**src/rtl/tdc_readout_arbiter_pkg.sv**
```systemverilog
// Shared types and helpers for the TDC readout arbiter: FSM states, default sizes
// and the round-robin search used by the picker.
package TDCArbPackage;

  typedef enum logic [0:0] {
    ARB_IDLE = 1'b0,
    ARB_SEND = 1'b1
  } arb_states;

  localparam int DEFAULT_CHANNEL_COUNT  = 2;
  localparam int DEFAULT_DATA_WIDTH     = 16;
  localparam int DEFAULT_TIMEOUT_CYCLES = 255;

  // Upper bound on channels the search helper can handle.
  localparam int RR_MAX_CHANNELS = 64;
  localparam int RR_IDX_W        = 6;

  // First set bit of mask searching upward from last+1, wrapping modulo count.
  // Returns -1 when no bit in mask[count-1:0] is set. Walking downward lets the
  // nearest candidate overwrite the farther ones without an early exit.
  function automatic int rr_next_index(input logic [RR_MAX_CHANNELS-1:0] mask,
                                       input int last,
                                       input int count);
    int cand;
    rr_next_index = -1;
    for (int k = RR_MAX_CHANNELS; k >= 1; k--) begin
      if (k <= count) begin
        cand = (last + k) % count;
        if (mask[cand[RR_IDX_W-1:0]]) begin
          rr_next_index = cand;
        end
      end
    end
  endfunction

endpackage

```
**src/rtl/tdc_readout_arbiter_if.sv**
```systemverilog
// Channel-side and readout-side signals of the TDC readout arbiter.
// master: the arbiter; slave: the capture logic, enable controller and readout FIFO.
interface tdc_readout_arbiter_if
  import TDCArbPackage::*;
#(
  parameter int CHANNEL_COUNT = DEFAULT_CHANNEL_COUNT,
  parameter int DATA_WIDTH    = DEFAULT_DATA_WIDTH
);
  localparam int ID_WIDTH = $clog2(CHANNEL_COUNT);

  logic [CHANNEL_COUNT-1:0]            enable_channels;
  logic [CHANNEL_COUNT-1:0]            ch_valid;
  logic [CHANNEL_COUNT*DATA_WIDTH-1:0] ch_data;
  logic [CHANNEL_COUNT-1:0]            ch_ack;
  logic                                out_valid;
  logic                                out_ready;
  logic [DATA_WIDTH-1:0]               out_data;
  logic [ID_WIDTH-1:0]                 out_channel;
  logic                                busy;
  logic                                timeout_err;

  modport master (
    input  enable_channels,
    input  ch_valid,
    input  ch_data,
    input  out_ready,
    output ch_ack,
    output out_valid,
    output out_data,
    output out_channel,
    output busy,
    output timeout_err
  );

  modport slave (
    output enable_channels,
    output ch_valid,
    output ch_data,
    output out_ready,
    input  ch_ack,
    input  out_valid,
    input  out_data,
    input  out_channel,
    input  busy,
    input  timeout_err
  );

endinterface

```
**src/rtl/tdc_readout_arbiter_rr_picker.sv**
```systemverilog
// Combinational round-robin picker: first eligible channel after last_grant.
module tdc_rr_picker
  import TDCArbPackage::*;
#(
  parameter int CHANNEL_COUNT = DEFAULT_CHANNEL_COUNT,
  parameter int ID_WIDTH      = $clog2(CHANNEL_COUNT)
) (
  input  logic [CHANNEL_COUNT-1:0] eligible,
  input  logic [ID_WIDTH-1:0]      last_grant,
  output logic                     found,
  output logic [ID_WIDTH-1:0]      idx
);

  logic [RR_MAX_CHANNELS-1:0] mask_ext;
  int                         pick;

  always_comb begin
    mask_ext                      = '0;
    mask_ext[CHANNEL_COUNT-1:0]   = eligible;
    pick                          = rr_next_index(mask_ext, int'(last_grant), CHANNEL_COUNT);
    found                         = (pick >= 0);
    idx                           = found ? pick[ID_WIDTH-1:0] : '0;
  end

endmodule

```
**src/rtl/tdc_readout_arbiter.sv**
```systemverilog
// Round-robin arbiter sharing one readout stream between TDC channels.
// Define TDCARB_TIMEOUT_EN to drop words stalled in SEND for TIMEOUT_CYCLES cycles.
module tdc_readout_arbiter
  import TDCArbPackage::*;
#(
  parameter int CHANNEL_COUNT  = DEFAULT_CHANNEL_COUNT,
  parameter int DATA_WIDTH     = DEFAULT_DATA_WIDTH,
  parameter int TIMEOUT_CYCLES = DEFAULT_TIMEOUT_CYCLES
) (
  input logic                  clk,
  input logic                  reset_n,
  tdc_readout_arbiter_if.master bus
);

  localparam int ID_WIDTH = $clog2(CHANNEL_COUNT);

  arb_states                state_q, state_d;
  logic [ID_WIDTH-1:0]      last_grant_q, last_grant_d;
  logic                     out_valid_q, out_valid_d;
  logic [DATA_WIDTH-1:0]    out_data_q, out_data_d;
  logic [ID_WIDTH-1:0]      out_channel_q, out_channel_d;
  logic [CHANNEL_COUNT-1:0] ch_ack_q, ch_ack_d;

  logic [CHANNEL_COUNT-1:0] eligible;
  logic                     pick_found;
  logic [ID_WIDTH-1:0]      pick_idx;
  logic [DATA_WIDTH-1:0]    ch_word [CHANNEL_COUNT];

  for (genvar gi = 0; gi < CHANNEL_COUNT; gi++) begin : g_unpack
    assign ch_word[gi] = bus.ch_data[gi*DATA_WIDTH +: DATA_WIDTH];
  end

  // A disabled channel's valid is simply invisible to the picker.
  assign eligible = bus.ch_valid & bus.enable_channels;

  tdc_rr_picker #(
    .CHANNEL_COUNT (CHANNEL_COUNT),
    .ID_WIDTH      (ID_WIDTH)
  ) u_picker (
    .eligible   (eligible),
    .last_grant (last_grant_q),
    .found      (pick_found),
    .idx        (pick_idx)
  );

`ifdef TDCARB_TIMEOUT_EN
  localparam int                  TIMER_W    = $clog2(TIMEOUT_CYCLES + 1);
  localparam logic [TIMER_W-1:0]  TIMER_LAST = TIMER_W'(TIMEOUT_CYCLES - 1);

  logic [TIMER_W-1:0] timer_q, timer_d;
  logic               timeout_err_q, timeout_err_d;
`endif

  always_comb begin
    state_d       = state_q;
    last_grant_d  = last_grant_q;
    out_valid_d   = out_valid_q;
    out_data_d    = out_data_q;
    out_channel_d = out_channel_q;
    ch_ack_d      = '0;
`ifdef TDCARB_TIMEOUT_EN
    timer_d       = timer_q;
    timeout_err_d = 1'b0;
`endif

    case (state_q)
      ARB_IDLE: begin
        if (pick_found) begin
          out_data_d         = ch_word[pick_idx];
          out_channel_d      = pick_idx;
          out_valid_d        = 1'b1;
          ch_ack_d[pick_idx] = 1'b1;
          state_d            = ARB_SEND;
`ifdef TDCARB_TIMEOUT_EN
          timer_d            = '0;
`endif
        end
      end
      ARB_SEND: begin
        // A ready arriving on the limit cycle still completes the transfer.
        if (bus.out_ready) begin
          out_valid_d  = 1'b0;
          last_grant_d = out_channel_q;
          state_d      = ARB_IDLE;
        end
`ifdef TDCARB_TIMEOUT_EN
        else if (timer_q == TIMER_LAST) begin
          out_valid_d   = 1'b0;
          last_grant_d  = out_channel_q;
          timeout_err_d = 1'b1;
          state_d       = ARB_IDLE;
        end else begin
          timer_d = timer_q + 1'b1;
        end
`endif
      end
      default: state_d = ARB_IDLE;
    endcase
  end

  always_ff @(posedge clk or negedge reset_n) begin
    if (!reset_n) begin
      state_q       <= ARB_IDLE;
      last_grant_q  <= ID_WIDTH'(CHANNEL_COUNT - 1);
      out_valid_q   <= 1'b0;
      out_data_q    <= '0;
      out_channel_q <= '0;
      ch_ack_q      <= '0;
    end else begin
      state_q       <= state_d;
      last_grant_q  <= last_grant_d;
      out_valid_q   <= out_valid_d;
      out_data_q    <= out_data_d;
      out_channel_q <= out_channel_d;
      ch_ack_q      <= ch_ack_d;
    end
  end

`ifdef TDCARB_TIMEOUT_EN
  always_ff @(posedge clk or negedge reset_n) begin
    if (!reset_n) begin
      timer_q       <= '0;
      timeout_err_q <= 1'b0;
    end else begin
      timer_q       <= timer_d;
      timeout_err_q <= timeout_err_d;
    end
  end

  assign bus.timeout_err = timeout_err_q;
`else
  assign bus.timeout_err = 1'b0;
`endif

  assign bus.ch_ack      = ch_ack_q;
  assign bus.out_valid   = out_valid_q;
  assign bus.out_data    = out_data_q;
  assign bus.out_channel = out_channel_q;
  assign bus.busy        = (state_q == ARB_SEND);

endmodule

```
**src/flat_wrapper.sv**
```systemverilog
// flat-port wrapper written by rule: the top's interface ports become plain ports
module tdc_readout_arbiter_flat import TDCArbPackage::*;
#(
  parameter int CHANNEL_COUNT  = DEFAULT_CHANNEL_COUNT,
  parameter int DATA_WIDTH     = DEFAULT_DATA_WIDTH,
  parameter int TIMEOUT_CYCLES = DEFAULT_TIMEOUT_CYCLES
)
  (clk, reset_n, bus_enable_channels, bus_ch_valid, bus_ch_data, bus_out_ready, bus_ch_ack, bus_out_valid, bus_out_data, bus_out_channel, bus_busy, bus_timeout_err);
  tdc_readout_arbiter_if #(.CHANNEL_COUNT(CHANNEL_COUNT), .DATA_WIDTH(DATA_WIDTH)) bus_i ();
  input logic clk;
  input logic reset_n;
  input wire logic [$bits(bus_i.enable_channels)-1:0] bus_enable_channels;
  input wire logic [$bits(bus_i.ch_valid)-1:0] bus_ch_valid;
  input wire logic [$bits(bus_i.ch_data)-1:0] bus_ch_data;
  input wire logic [$bits(bus_i.out_ready)-1:0] bus_out_ready;
  output wire logic [$bits(bus_i.ch_ack)-1:0] bus_ch_ack;
  output wire logic [$bits(bus_i.out_valid)-1:0] bus_out_valid;
  output wire logic [$bits(bus_i.out_data)-1:0] bus_out_data;
  output wire logic [$bits(bus_i.out_channel)-1:0] bus_out_channel;
  output wire logic [$bits(bus_i.busy)-1:0] bus_busy;
  output wire logic [$bits(bus_i.timeout_err)-1:0] bus_timeout_err;
  assign bus_i.enable_channels = bus_enable_channels;
  assign bus_i.ch_valid = bus_ch_valid;
  assign bus_i.ch_data = bus_ch_data;
  assign bus_i.out_ready = bus_out_ready;
  assign bus_ch_ack = bus_i.ch_ack;
  assign bus_out_valid = bus_i.out_valid;
  assign bus_out_data = bus_i.out_data;
  assign bus_out_channel = bus_i.out_channel;
  assign bus_busy = bus_i.busy;
  assign bus_timeout_err = bus_i.timeout_err;
  tdc_readout_arbiter #(.CHANNEL_COUNT(CHANNEL_COUNT), .DATA_WIDTH(DATA_WIDTH), .TIMEOUT_CYCLES(TIMEOUT_CYCLES)) u_core (.clk(clk), .reset_n(reset_n), .bus(bus_i));
endmodule
```
**config.mk**
```make
export PLATFORM = sky130hd
export DESIGN_NAME = tdc_readout_arbiter_flat
export DESIGN_NICKNAME = d
export VERILOG_FILES = /design/src/rtl/tdc_readout_arbiter_pkg.sv /design/src/rtl/tdc_readout_arbiter_if.sv /design/src/rtl/tdc_readout_arbiter_rr_picker.sv /design/src/rtl/tdc_readout_arbiter.sv /design/src/flat_wrapper.sv
export SDC_FILE = /design/constraint.sdc
export NUM_CORES = 1
export LEC_CHECK = 0
export CAP_MARGIN = 15
export CORE_AREA = 2 2 101 54
export CTS_CLUSTER_DIAMETER = 120
export CTS_CLUSTER_SIZE = 40
export DETAILED_ROUTE_END_ITERATION = 12
export DIE_AREA = 0 0 103 56
export DONT_BUFFER_PORTS = 1
export HOLD_SLACK_MARGIN = 0.05
export SLEW_MARGIN = 20
export SYNTH_ARGS = -nofsm -noshare
export SYNTH_HDL_FRONTEND = slang
export SYNTH_SLANG_ARGS = --single-unit
```
**constraint.sdc**
```tcl
create_clock -name clk -period 1.67 [get_ports clk]
set_input_delay 0.2505 -clock clk [delete_from_list [all_inputs] [get_ports clk]]
set_output_delay 0.2505 -clock clk [all_outputs]
set_load 0.01 [all_outputs]
```
======== Word level (Yosys, flattened, before mapping) ========
Index checks and enable logic that the tools add are counted.
storage, ports and cells
  flip-flop bits (word level) ............. 22
  input port bits ......................... 39
  output and inout port bits .............. 22
cells by class
  $add $sub $neg .......................... 2
  $lt $le $gt $ge ......................... 6
  equality and inequality tests ........... 2
  muxes and demuxes ....................... 20
  bitwise operators ....................... 5
  reductions and logical operators ........ 4
operators with widths
  kind                                                                count
  two-way mux 32 bit                                                  2
  two-way mux 16 bit                                                  3
  greater-or-equal comparator 32 x 1 -> 1 bit, second input constant  1
  < comparator 6 x 7 -> 1 bit, second input constant                  2
  two-way mux 1 bit                                                   8
  AND reduction 2 bit                                                 3
  binary-select mux 1 bit (select 2 bit)                              2
  two-way mux 2 bit                                                   2
  one-hot mux 1 bit (2 select lines)                                  2
  adder 1 bit, second input constant                                  2
  AND 1 bit, first input constant                                     2
  AND 2 bit                                                           1
  greater-or-equal comparator 2 bit, second input constant            1
  < comparator 1 x 2 -> 1 bit, second input constant                  1
  inequality test 2 x 1 -> 1 bit, second input constant               1
  inequality test 2 bit, second input constant                        1
  inverter 1 -> 2 bit                                                 1
  demux 1 bit (select 1 bit)                                          1
  greater-or-equal comparator 1 bit, second input constant            1
  logical AND 1 bit                                                   1
  inverter 1 bit                                                      1

======== Logic depth before layout (Yosys ltp) ========
Gate-level depths: netlist (run 1).
  depth after elaboration ................. 14
  gate-level depth with buffers ........... 5

======== Cells and area by module ========
A second synthesis (run 1) with hierarchy kept.
second synthesis, totals
  cell total of the unflattened synthesis .. 74
  area, all modules ....................... 1122.3 um2
by module, submodules not included
  module               times used  cells an instance  area an instance (um2)  seq. area each (um2)
  tdc_readout_arbiter  1           72                 1108.6                  551.8
  tdc_rr_picker        1           2                  13.8                    0.0

======== Worst setup path after synthesis (run 1) ========
Ideal clock, no wire load.
  path type ............................... reg2reg
  from .................................... register u_core.last_grant_q
  to ...................................... register u_core.out_data_q[4], in the netlist u_core.bus.out_data[4]
  library setup time ...................... 0.122 ns
  data arrival time ....................... 1.207 ns
  data required time ...................... 1.548 ns
  setup slack ............................. 0.342 ns
  cell stages (with the launch flop) ...... 5
  path buffers ............................ 2
  period minus slack after synthesis ...... 1.328 ns
  cells stage by stage .................... dfstp_2 > buf_6 > buf_2 > or3_1 > a32o_1
between the ends
  longest elaborated chain between the ends .. 12
  elaborated cells between the ends (all ways) .. 17
  classes of those cells .................. add/sub: 2; order compare: 1; mux: 10; bitwise: 3; reduce/logical: 1
ends and longest elaborated chain
  what                                                   RTL line                             RTL
  start, declared                                        tdc_readout_arbiter.sv:18            logic [ID_WIDTH-1:0] last_grant_q, last_grant_d;
  start signal, assigned                                 tdc_readout_arbiter.sv:104           last_grant_q <= ID_WIDTH'(CHANNEL_COUNT - 1);
  start signal, assigned                                 tdc_readout_arbiter.sv:111           last_grant_q <= last_grant_d;
  adder 1 bit                                            tdc_readout_arbiter_pkg.sv:28        cand = (last + k) % count;
  AND 1 bit (no line)                                    --
  binary-select mux 1 bit (select 2 bit)                 tdc_readout_arbiter_pkg.sv:29        if (mask[cand[RR_IDX_W-1:0]]) begin
  two-way mux 1 bit (implied by the code)                tdc_readout_arbiter_pkg.sv:29
  two-way mux 32 bit                                     tdc_readout_arbiter_pkg.sv:29
  two-way mux 32 bit (*)                                 tdc_readout_arbiter_pkg.sv:29
  greater-or-equal comparator 32 x 1 -> 1 bit            tdc_readout_arbiter_rr_picker.sv:21  found = (pick >= 0);
  two-way mux 1 bit                                      tdc_readout_arbiter_rr_picker.sv:22  idx = found ? pick[ID_WIDTH-1:0] : '0;
  inverter 1 -> 2 bit (implied by the code)              tdc_readout_arbiter.sv:69            out_data_d = ch_word[pick_idx];
  two-way mux 16 bit (implied by the code) (3 in a row)  tdc_readout_arbiter.sv:69
  end signal, assigned                                   tdc_readout_arbiter.sv:113           out_data_q <= out_data_d;
  end, declared                                          tdc_readout_arbiter.sv:20            logic [DATA_WIDTH-1:0] out_data_q, out_data_d;
Every way passes the cells marked *; elsewhere a longest branch is shown, timed or not. The select of a mux whose other input is x is not followed.
A chain may end at the register's enable or synchronous reset.

======== Worst setup path after layout (run 1) ========
  from .................................... register u_core.last_grant_q
  to ...................................... register u_core.out_data_q[13], in the netlist u_core.bus.out_data[13]
Same word-level chain as after synthesis.

==> reports/results.ini, run 1 <==
[die]
ioPinCount=61
core_area_um2=4820
chipWidth_um=103
die_h_um=56
dieArea_um2=5768
fp-row-count=18
initial_core_util_pct=29.83

[worst_setup_path]
critical_path_class=reg2reg
endpoint=u_core.bus.out_data[13]$_DFFE_PN0P_
critPathBufInv=0
rr_worst_depth=2
path_cells=a311oi_1 -> a32o_1
slowest_delay_ns=0.91
crit_arrival_ns=1.69
r2r_start=u_core.last_grant_q$_DFFE_PN1P_
path_max_fanout=35
crit_family=flip-flops
reg2reg_slack_ns=0.14
required_ns=1.83
cp.depth=2
crit_slowest_cell=dfstp_2
cp-end-kind=flip-flop
r2r_end=u_core.bus.out_data[13]$_DFFE_PN0P_
startpoint=u_core.last_grant_q$_DFFE_PN1P_
start_kind=flip-flop

[sta]
worstMarginPinSlew_ns=0.7653
rsz0062_at_grt=false
setup_ws_ns=0.1353
maxSlewViolCount=0
setup_tns_ns=0
final_hold_viol_count=0
fin_crit_ns=1.535
fin_worst_skew_ns=0.005689
setup_viol_count_final=0
slew_headroom_pct=48.98
fmax_mhz=651.6
min_period_over_period_pct=91.90

[power]
powerDensity_nw_per_um2=1287
irDropWorstVdd_mv=0.3165
p_leak_nw=0.6114

[synth]
synth_compound_area_share_pct=33.77
syn_area_um2=1438
yosysMostFrequentCell=dfrtp_1
ys_ff_latch=22
synth_area_leaders=dfrtp_1 (37%), a32o_1 (11%), a311oi_1 (9.7%), o22a_1 (9.7%), buf_6 (7.0%)
synth_top_family_by_area=compound AO/OA/AOI/OAI gates
yosysTopAreaCell=dfrtp_1
syn-instance-count=137
ys_types=26
yosysWarnings=0
async_reset_ff_share_pct=100.0
yosys.area_share.simple_pct=10.44
synth.yosys.seq_area_share_pct=38.38
synth-main-ff-cell=dfrtp_1
syn-num-nets=176
synth-xor-area-share_pct=0
syn_avg_cell_area_um2=10.49
synthMuxAreaShare_pct=0.7833
synth_top_area_share_pct=36.55
synth-adder-area-share_pct=0
ys_top_cells_by_count=dfrtp_1 (21), inv_1 (17)
synth_edf_count=0

[place]
dp.cells=196
dp_slack_ns=0.1891
port_buffers=0
gp_congestion=0.6804
hpwlAfterDp_um=2624
placed_area_um2=1411

[detailed_routing]
finalWirelength_um=3906
via_per_inst=5.713
vias=1154
antenna_left=0
post_drt_wl_per_cell_um=19.34
drc=0
drt_iter0_drc=75
dr.pass1.iters=4

[cts]
clock_path_buffers=2
clock_latency_ns=0.27
cts_tree=yes
cts.sinks=22
ctsResizeCount=0
path_clk_slew_ns=0.09
htree_levels=1
root_buffer=clkbuf_8
cts_inserted_buffers=3

[outcome]
status=complete, no violations

[grt]
grt-ovfl-total=0
grt_pass1_vias=1121
gr-usage-all-layers_pct=13.61
grt_max_degree=36
grt_antenna_before_repair=0
grt_pass1_wl_um=6099

[cells_and_area]
fin_cells=202
fin_nets=172
num-fill-cells=498
drive_above_1_share_pct=11.36
seq_area_um2=551.8
area_growth_pct=4.178
diodes=0
multi_input_area_um2=650.6
final_area_um2=1498

[flow_run]
drv_cap=0

[hold_path]
hp-class=in2reg

per-stage QoR:
step	utilization, %	hold WS, ns	power [mW]
after floorplan	-	-0.04509	1.363
after global placement	29.28	-0.04447	1.389
after detailed placement	29.28	-0.04445	1.422
after CTS	30.97	0.08658	1.934
after global routing	31.07	0.09043	2.029
final	31.07	0.08872	1.928
cells by family after synthesis:
family | Yosys count
multiplexers | 1
AND/OR/NAND/NOR | 26
buffers and inverters | 34
AO/OA/AOI/OAI | 53
other | 1
flip-flops | 22
worst min-delay path by stage:
stage	from	end	slack, ns	cells past startpoint
after global routing	bus_out_ready	u_core.bus.out_valid$_DFFE_PN0P_	0.09	1
after global placement	reset_n	u_core.bus.ch_ack[1]$_DFF_PN0_	-0.04	0
after CTS	bus_out_ready	u_core.bus.out_valid$_DFFE_PN0P_	0.09	1
after detailed placement	reset_n	u_core.bus.ch_ack[1]$_DFF_PN0_	-0.04	0
final	bus_out_ready	u_core.bus.out_valid$_DFFE_PN0P_	0.09	1
after floorplan	reset_n	u_core.bus.busy$_DFF_PN0_	-0.05	0
cells in the final DEF (no fill, tap or decap), drive strengths merged:
| cell type | synthesis | layout |
|---|---|---|
| conb | 1 | 1 |
| nand2 | 3 | 3 |
| a22oi | 1 | 1 |
| o22a | 16 | 16 |
| buf | 13 | 7 |
| mux2 | 1 | 1 |
| nor2 | 2 | 2 |
| a32o | 16 | 16 |
| o22ai | 1 | 1 |
| a311oi | 16 | 16 |
| or2 | 1 | 1 |
| o31a | 1 | 1 |
| dfstp | 1 | 1 |
| dlygate4sd3 | 0 | 1 |
| nor3 | 2 | 2 |
| bufinv | 0 | 1 |
| or3 | 16 | 16 |
| o32a | 1 | 1 |
| dfrtp | 21 | 21 |
| a211oi | 1 | 1 |
| and2 | 2 | 2 |
| inv | 17 | 17 |
| clkbuf | 2 | 3 |
cell type report:
| cell class | count | share of cell area, % |
|---|---|---|
| Clock buffer | 3 | 2.757 |
| Multi-Input combinational cell | 81 | 43.44 |
| Timing Repair Buffer | 8 | 4.845 |
| Sequential cell | 22 | 36.84 |
| Clock inverter | 1 | 2.005 |
| Inverter | 17 | 4.261 |
| Tap cell | 70 | 5.848 |
repair_timing:
action,4_1_cts,5_1_grt
buffers inserted,0,0
hold buffers,1,1
hold endpoints to repair,22,21
registers in the layout (all words and copies together), names as in the netlist:
| register | cells |
|---|---|
| u_core.bus.out_data | 16 |
| u_core.bus.out_channel | 1 |
| u_core.bus.out_valid | 1 |
| u_core.last_grant_q | 1 |
| u_core.bus.ch_ack | 2 |
| u_core.bus.busy | 1 |
where the power goes:
part / total [mW] / internal, mW / switching (mW) / leakage [nW]
clock network: 0.507 / 0.320 / 0.186 / 0.0357
registers: 1.02 / 0.705 / 0.316 / 0.277
logic: 0.400 / 0.221 / 0.179 / 0.298
worst register-to-register path, cell delays in order (launching register included):
cell and delay, ns:
dfstp_2 0.91, a311oi_1 0.20, a32o_1 0.30
layer usage:
layer / wire length [µm] / GRT usage [%] / vias to the layer above
met5: 0 / 0 / -
met4: 53 / 3.759 / 0
met3: 528 / 8.668 / 4
met2: 1708 / 19.39 / 45
met1: 1615 / 16.95 / 578
li1: - / - / 527
Power figures use the tool's default switching activity.
==> inputs of run 2 (changes only) <==
clock period = 1.9 ns   (was 1.67 ns; I/O delays follow)
==> run 2 against run 1 <==
Compared with the run above: total power shrank 14%; count of clock-buffer cells in the layout is the same; die area is the same; clock skew grew 0.0015 ns; maximum frequency grew 2.0%; worst setup slack gained 0.26 ns; flip-flop and latch count is the same; critical path type unchanged; largest cell class unchanged; largest power group unchanged; highest routed layer unchanged.
==> reports/results.ini, run 2 (synthesis results as in run 1) <==
[power]
irDropWorstVdd_mv=0.3093
p_comb_share_pct=20.5
switchingPower_mw=0.5797
p_int_mw=1.081
p_total_mw=1.660
seqPwrFrac_pct=53.1
p_leak_nw=0.5942
powerDensity_nw_per_um2=1135
pwr-share-clk_pct=26.4
switching_share_pct=34.91

[die]
initial_core_util_pct=29.83
fp-row-count=18
chipWidth_um=103
core_area_um2=4820
die_h_um=56
ioPinCount=61
dieArea_um2=5768

[cts]
clock_path_buffers=2
clock_latency_ns=0.26
cts.sinks=22
root_buffer=clkbuf_8
postCtsSetupRepairBufs=0
cts_tree=yes
htree_levels=1
cts_inserted_buffers=3
path_clk_slew_ns=0.09

[sta]
maxSlewViolCount=0
worstMarginPinSlew_ns=0.7552
fmax_mhz=664.4
fin_crit_ns=1.505
setup_viol_count_final=0
slew_headroom_pct=49.65
final_hold_viol_count=0
fin_worst_skew_ns=0.007172
rsz0062_at_grt=false
setup_tns_ns=0
min_period_over_period_pct=79.22

[grt]
grt_pass1_wl_um=6210
grt_antenna_before_repair=0
grt_pass1_vias=1175
grt_max_degree=36
gr-usage-all-layers_pct=13.60
grt-ovfl-total=0

[worst_setup_path]
crit_arrival_ns=1.66
path_max_fanout=35
critical_path_class=reg2reg
required_ns=2.05
start_kind=flip-flop
cp-end-kind=flip-flop

[hold_path]
hp-class=in2reg

[outcome]
status=complete, no violations

[cells_and_area]
num-fill-cells=504
fin_nets=169
seq_area_um2=551.8
fin_cells=199
drive_above_1_share_pct=9.302
mostFrequentLayoutCells=dfrtp_1 (21), inv_1 (17)
diodes=0
area_growth_pct=1.740
largest_reg_flops=16
final_common_cell=dfrtp_1
multi_input_area_um2=650.6

[detailed_routing]
dr.pass1.iters=4
post_drt_wl_per_cell_um=18.70
drc=0
vias=1138
via_per_inst=5.719
antenna_left=0
finalWirelength_um=3722
drt_iter0_drc=69

[place]
dp.cells=193
port_buffers=0
hpwlAfterDp_um=2508
gp_congestion=0.6767

[flow_run]
drv_cap=0

-- run 2: cell count changes in the layout (fill, tap and decap cells not counted) --
cell	delta
buf_12	-1
buf_4	-2
-- run 2: area by class of cell --
class                           instances  share of cell area (%)
Inverter                               17                   4.363
Clock buffer                            3                   2.823
Clock inverter                          1                   2.053
Sequential cell                        22                   37.72
Multi-Input combinational cell         81                   44.48
Timing Repair Buffer                    5                   2.566
Tap cell                               70                   5.988
-- run 2: repair_timing --
item                                    4_1_cts  5_1_grt
resized for setup                             0        0
endpoints found under the setup margin        0        0
endpoints found under the hold margin        22       21
hold buffers                                  1        1
-- run 2: worst paths after layout --
kind	startpoint	endpoint	slack [ns]	depth (start not counted)
worst max-delay path	u_core.last_grant_q$_DFFE_PN1P_	u_core.bus.out_data[13]$_DFFE_PN0P_	0.39	2
worst min-delay path	bus_out_ready	u_core.bus.out_valid$_DFFE_PN0P_	0.12	1
worst max register to register	u_core.last_grant_q$_DFFE_PN1P_	u_core.bus.out_data[13]$_DFFE_PN0P_	0.39	2
worst min register to register	u_core.bus.out_data[14]$_DFFE_PN0P_	u_core.bus.out_data[14]$_DFFE_PN0P_	0.57	1
max in group asynchronous	reset_n	u_core.last_grant_q$_DFFE_PN1P_	1.02	2
min in group asynchronous	reset_n	u_core.bus.out_data[15]$_DFFE_PN0P_	0.52	2
-- run 2: critical path: stages (launching register included) --
cell and delay (ns):
dfstp_2 0.91, a311oi_1 0.19, a32o_1 0.29
-- run 2: power by group through the flow --
stage / Clock [mW] / Sequential, mW / Combinational [mW]
6_report: 0.439 / 0.881 / 0.341
5_1_grt: 0.467 / 0.915 / 0.382
4_1_cts: 0.454 / 0.884 / 0.342
3_5_place_dp: 0 / 0.894 / 0.329
3_3_place_gp: 0 / 0.888 / 0.320
2_1_floorplan: 0 / 0.764 / 0.434
-- run 2: layer usage --
layer  part of all wire (%)  GRT usage (%)
met4                   0.67          2.632
met1                     41          16.55
met3                     12          7.789
met2                     47          21.06
met5                      0              0
-- run 2: through the flow --
step	hold WS (ns)	utilization, %	cell area [µm²]	setup slack, ns
finish	0.1164	30.35	1463	0.3948
global placement	-0.009998	28.56	1376	0.3771
CTS	0.1063	30.24	1458	0.4112
floorplan	-0.01059	-	1438	0.5717
global route	0.1149	30.35	1463	0.2724
detailed placement	-0.01027	28.56	1376	0.3870
==> inputs of run 3 (changes only) <==
ABC_AREA = 1   (was unset)
CORE_AREA = 2 2 91 49   (was 2 2 101 54)
DIE_AREA = 0 0 93 51   (was 0 0 103 56)
clock period = 1.45 ns   (was 1.9 ns; I/O delays follow)
==> run 3 against run 2 <==
Compared with the run above: final area fell by 12%; maximum frequency grew 16%; clock skew decreased by 0.0037 ns; combinational power fell by 3%; synthesized area fell by 20%; die area down 18%; largest cell class is now sequential cells.
==> reports/results.ini, run 3 <==
[outcome]
status=complete, no violations

[synth]
synth_top_area_share_pct=45.55
synth-main-ff-cell=dfrtp_1
synth-adder-area-share_pct=0
synthMuxAreaShare_pct=0
synth-xor-area-share_pct=0
synth_top_family_by_area=simple AND/OR/NAND/NOR gates
yosys.area_share.simple_pct=31.45
synth_compound_area_share_pct=4.772
synth.yosys.seq_area_share_pct=47.83
syn_area_um2=1154
yosysMostFrequentCell=nand2_1
ys_ff_latch=22
synth_area_leaders=dfrtp_1 (46%), nand2_1 (21%), inv_1 (12%), nand3_1 (7.4%), buf_4 (2.6%)
yosysWarnings=0
yosysTopAreaCell=dfrtp_1
async_reset_ff_share_pct=100.0
synth_edf_count=0
syn-instance-count=160
syn-num-nets=199
ys_types=16
syn_avg_cell_area_um2=7.210
ys_top_cells_by_count=nand2_1 (66), inv_1 (36), dfrtp_1 (21)

[sta]
min_period_over_period_pct=89.59
worstMarginPinSlew_ns=0.5053
setup_viol_count_final=0
setup_tns_ns=0
hold-worst-slack_ns=0.1284
fmax_mhz=769.8
slew_headroom_pct=66.31
fin_crit_ns=1.299
maxSlewViolCount=0
fin_worst_skew_ns=0.003504
rsz0062_at_grt=false
final_hold_viol_count=0

[place]
gp_congestion=0.6971
port_buffers=0
hpwlAfterDp_um=1944

[die]
dieArea_um2=4743
initial_core_util_pct=28.25
ioPinCount=61
chipWidth_um=93
core_area_um2=4084
die_h_um=51
fp-row-count=17

[worst_setup_path]
critical_path_class=reg2reg
path_max_fanout=8
start_kind=flip-flop
cp-end-kind=flip-flop
required_ns=1.60
crit_arrival_ns=1.45

[grt]
grt_max_degree=23
grt_antenna_before_repair=0
gr-usage-all-layers_pct=11.73
grt_pass1_wl_um=4250
grt_pass1_vias=793
grt-ovfl-total=0

[power]
irDropWorstVdd_mv=0.4013
p_total_mw=1.663
powerDensity_nw_per_um2=1288
p_leak_nw=0.8066

[detailed_routing]
vias=897
dr.pass1.iters=4
antenna_left=0
post_drt_wl_per_cell_um=11.88
via_per_inst=4.004
finalWirelength_um=2660
drt_iter0_drc=26
drc=0

[cts]
clock_path_buffers=2
cts.sinks=22
path_clk_slew_ns=0.08
htree_levels=1
root_buffer=clkbuf_8
cts_inserted_buffers=3
cts_tree=yes
clock_latency_ns=0.26

[cells_and_area]
final_common_cell=nand2_1
drive_above_1_share_pct=9.581
area_growth_pct=11.93
largest_reg_flops=16
mostFrequentLayoutCells=nand2_1 (66), inv_1 (36), dfrtp_1 (21), nand3_1 (17), buf_4 (5)
fin_nets=207
num-fill-cells=468
diodes=0

[hold_path]
hp-class=in2reg

[flow_run]
drv_cap=0

run 3: changes by cell type after synthesis, sizes merged, moves of 2 or more:
cell          before  now
nand2              3   69
inv               17   37
nand3              0   17
a311oi            16    0
a32o              16    0
o22a              16    0
or3               16    0
buf               13    5
o21ai              0    3
a21oi              0    2
and2               2    0
clkbuf             2    0
dlymetal6s2s       2    0
nor3               2    0
run 3: per-layer routing:
metal | up-vias | track usage (%) | part of all wire, %
met1 | 389 | 17.24 | 54
met2 | 31 | 16.79 | 40
met5 | - | 0 | 0
li1 | 475 | - | -
met4 | 0 | 0.7353 | 0.34
met3 | 2 | 4.720 | 6.2
run 3: timing repair:
action,4_1_cts,5_1_grt
hold endpoints to repair,23,21
resized for setup,0,0
hold buffers,2,1
setup buffers,0,0
run 3: cell families (layout without fill, tap and decap cells):
kind of cell / after synthesis / after routing
AO/OA/AOI/OAI: 6 / 6
buffers and inverters: 42 / 49
flip-flops: 22 / 22
other: 1 / 1
AND/OR/NAND/NOR: 89 / 89
run 3: final cells by class:
type	instances	area, µm²	share of cell area, %
inverters	37	138.9	10.76
well taps	57	71.32	5.523
repair buffers	8	62.56	4.845
multi-input cells	96	421.7	32.65
flip-flops and latches	22	551.8	42.73
clock buffers	4	45.04	3.488
run 3: worst paths after layout:
check | startpoint | endpoint | slack (ns) | cells after the start
min in group asynchronous | reset_n | u_core.bus.out_data[2]$_DFFE_PN0P_ | 0.49 | 2
worst max-delay path | u_core.last_grant_q$_DFFE_PN1P_ | u_core.bus.out_data[11]$_DFFE_PN0P_ | 0.15 | 6
max in group asynchronous | reset_n | u_core.last_grant_q$_DFFE_PN1P_ | 0.60 | 2
worst min register to register | u_core.bus.out_data[3]$_DFFE_PN0P_ | u_core.bus.out_data[3]$_DFFE_PN0P_ | 0.56 | 2
worst max register to register | u_core.last_grant_q$_DFFE_PN1P_ | u_core.bus.out_data[11]$_DFFE_PN0P_ | 0.15 | 6
worst min-delay path | bus_out_ready | u_core.last_grant_q$_DFFE_PN1P_ | 0.13 | 2
run 3: per-stage QoR:
stage	setup slack (ns)	util, %	area [µm²]	std cells
detailed placement	0.1407	29.90	1221	217
global route	0.05024	31.62	1291	224
global placement	0.1911	29.90	1221	217
CTS	0.1258	31.50	1286	223
floorplan	0.2245	-	1154	160
finish	0.1509	31.62	1291	224
run 3: critical path, cell delays in order, from the launching register on:
cell and delay (ns):
dfstp_2 0.52, inv_1 0.07, o21ai_4 0.22, buf_4 0.20, nand2_1 0.06, nand3_1 0.07, nand2_1 0.05
run 3: report_power, final:
part | leakage [nW] | internal, mW | switching (mW)
combinational | 0.507 | 0.126 | 0.204
sequential | 0.277 | 0.769 | 0.174
clock | 0.0228 | 0.196 | 0.194
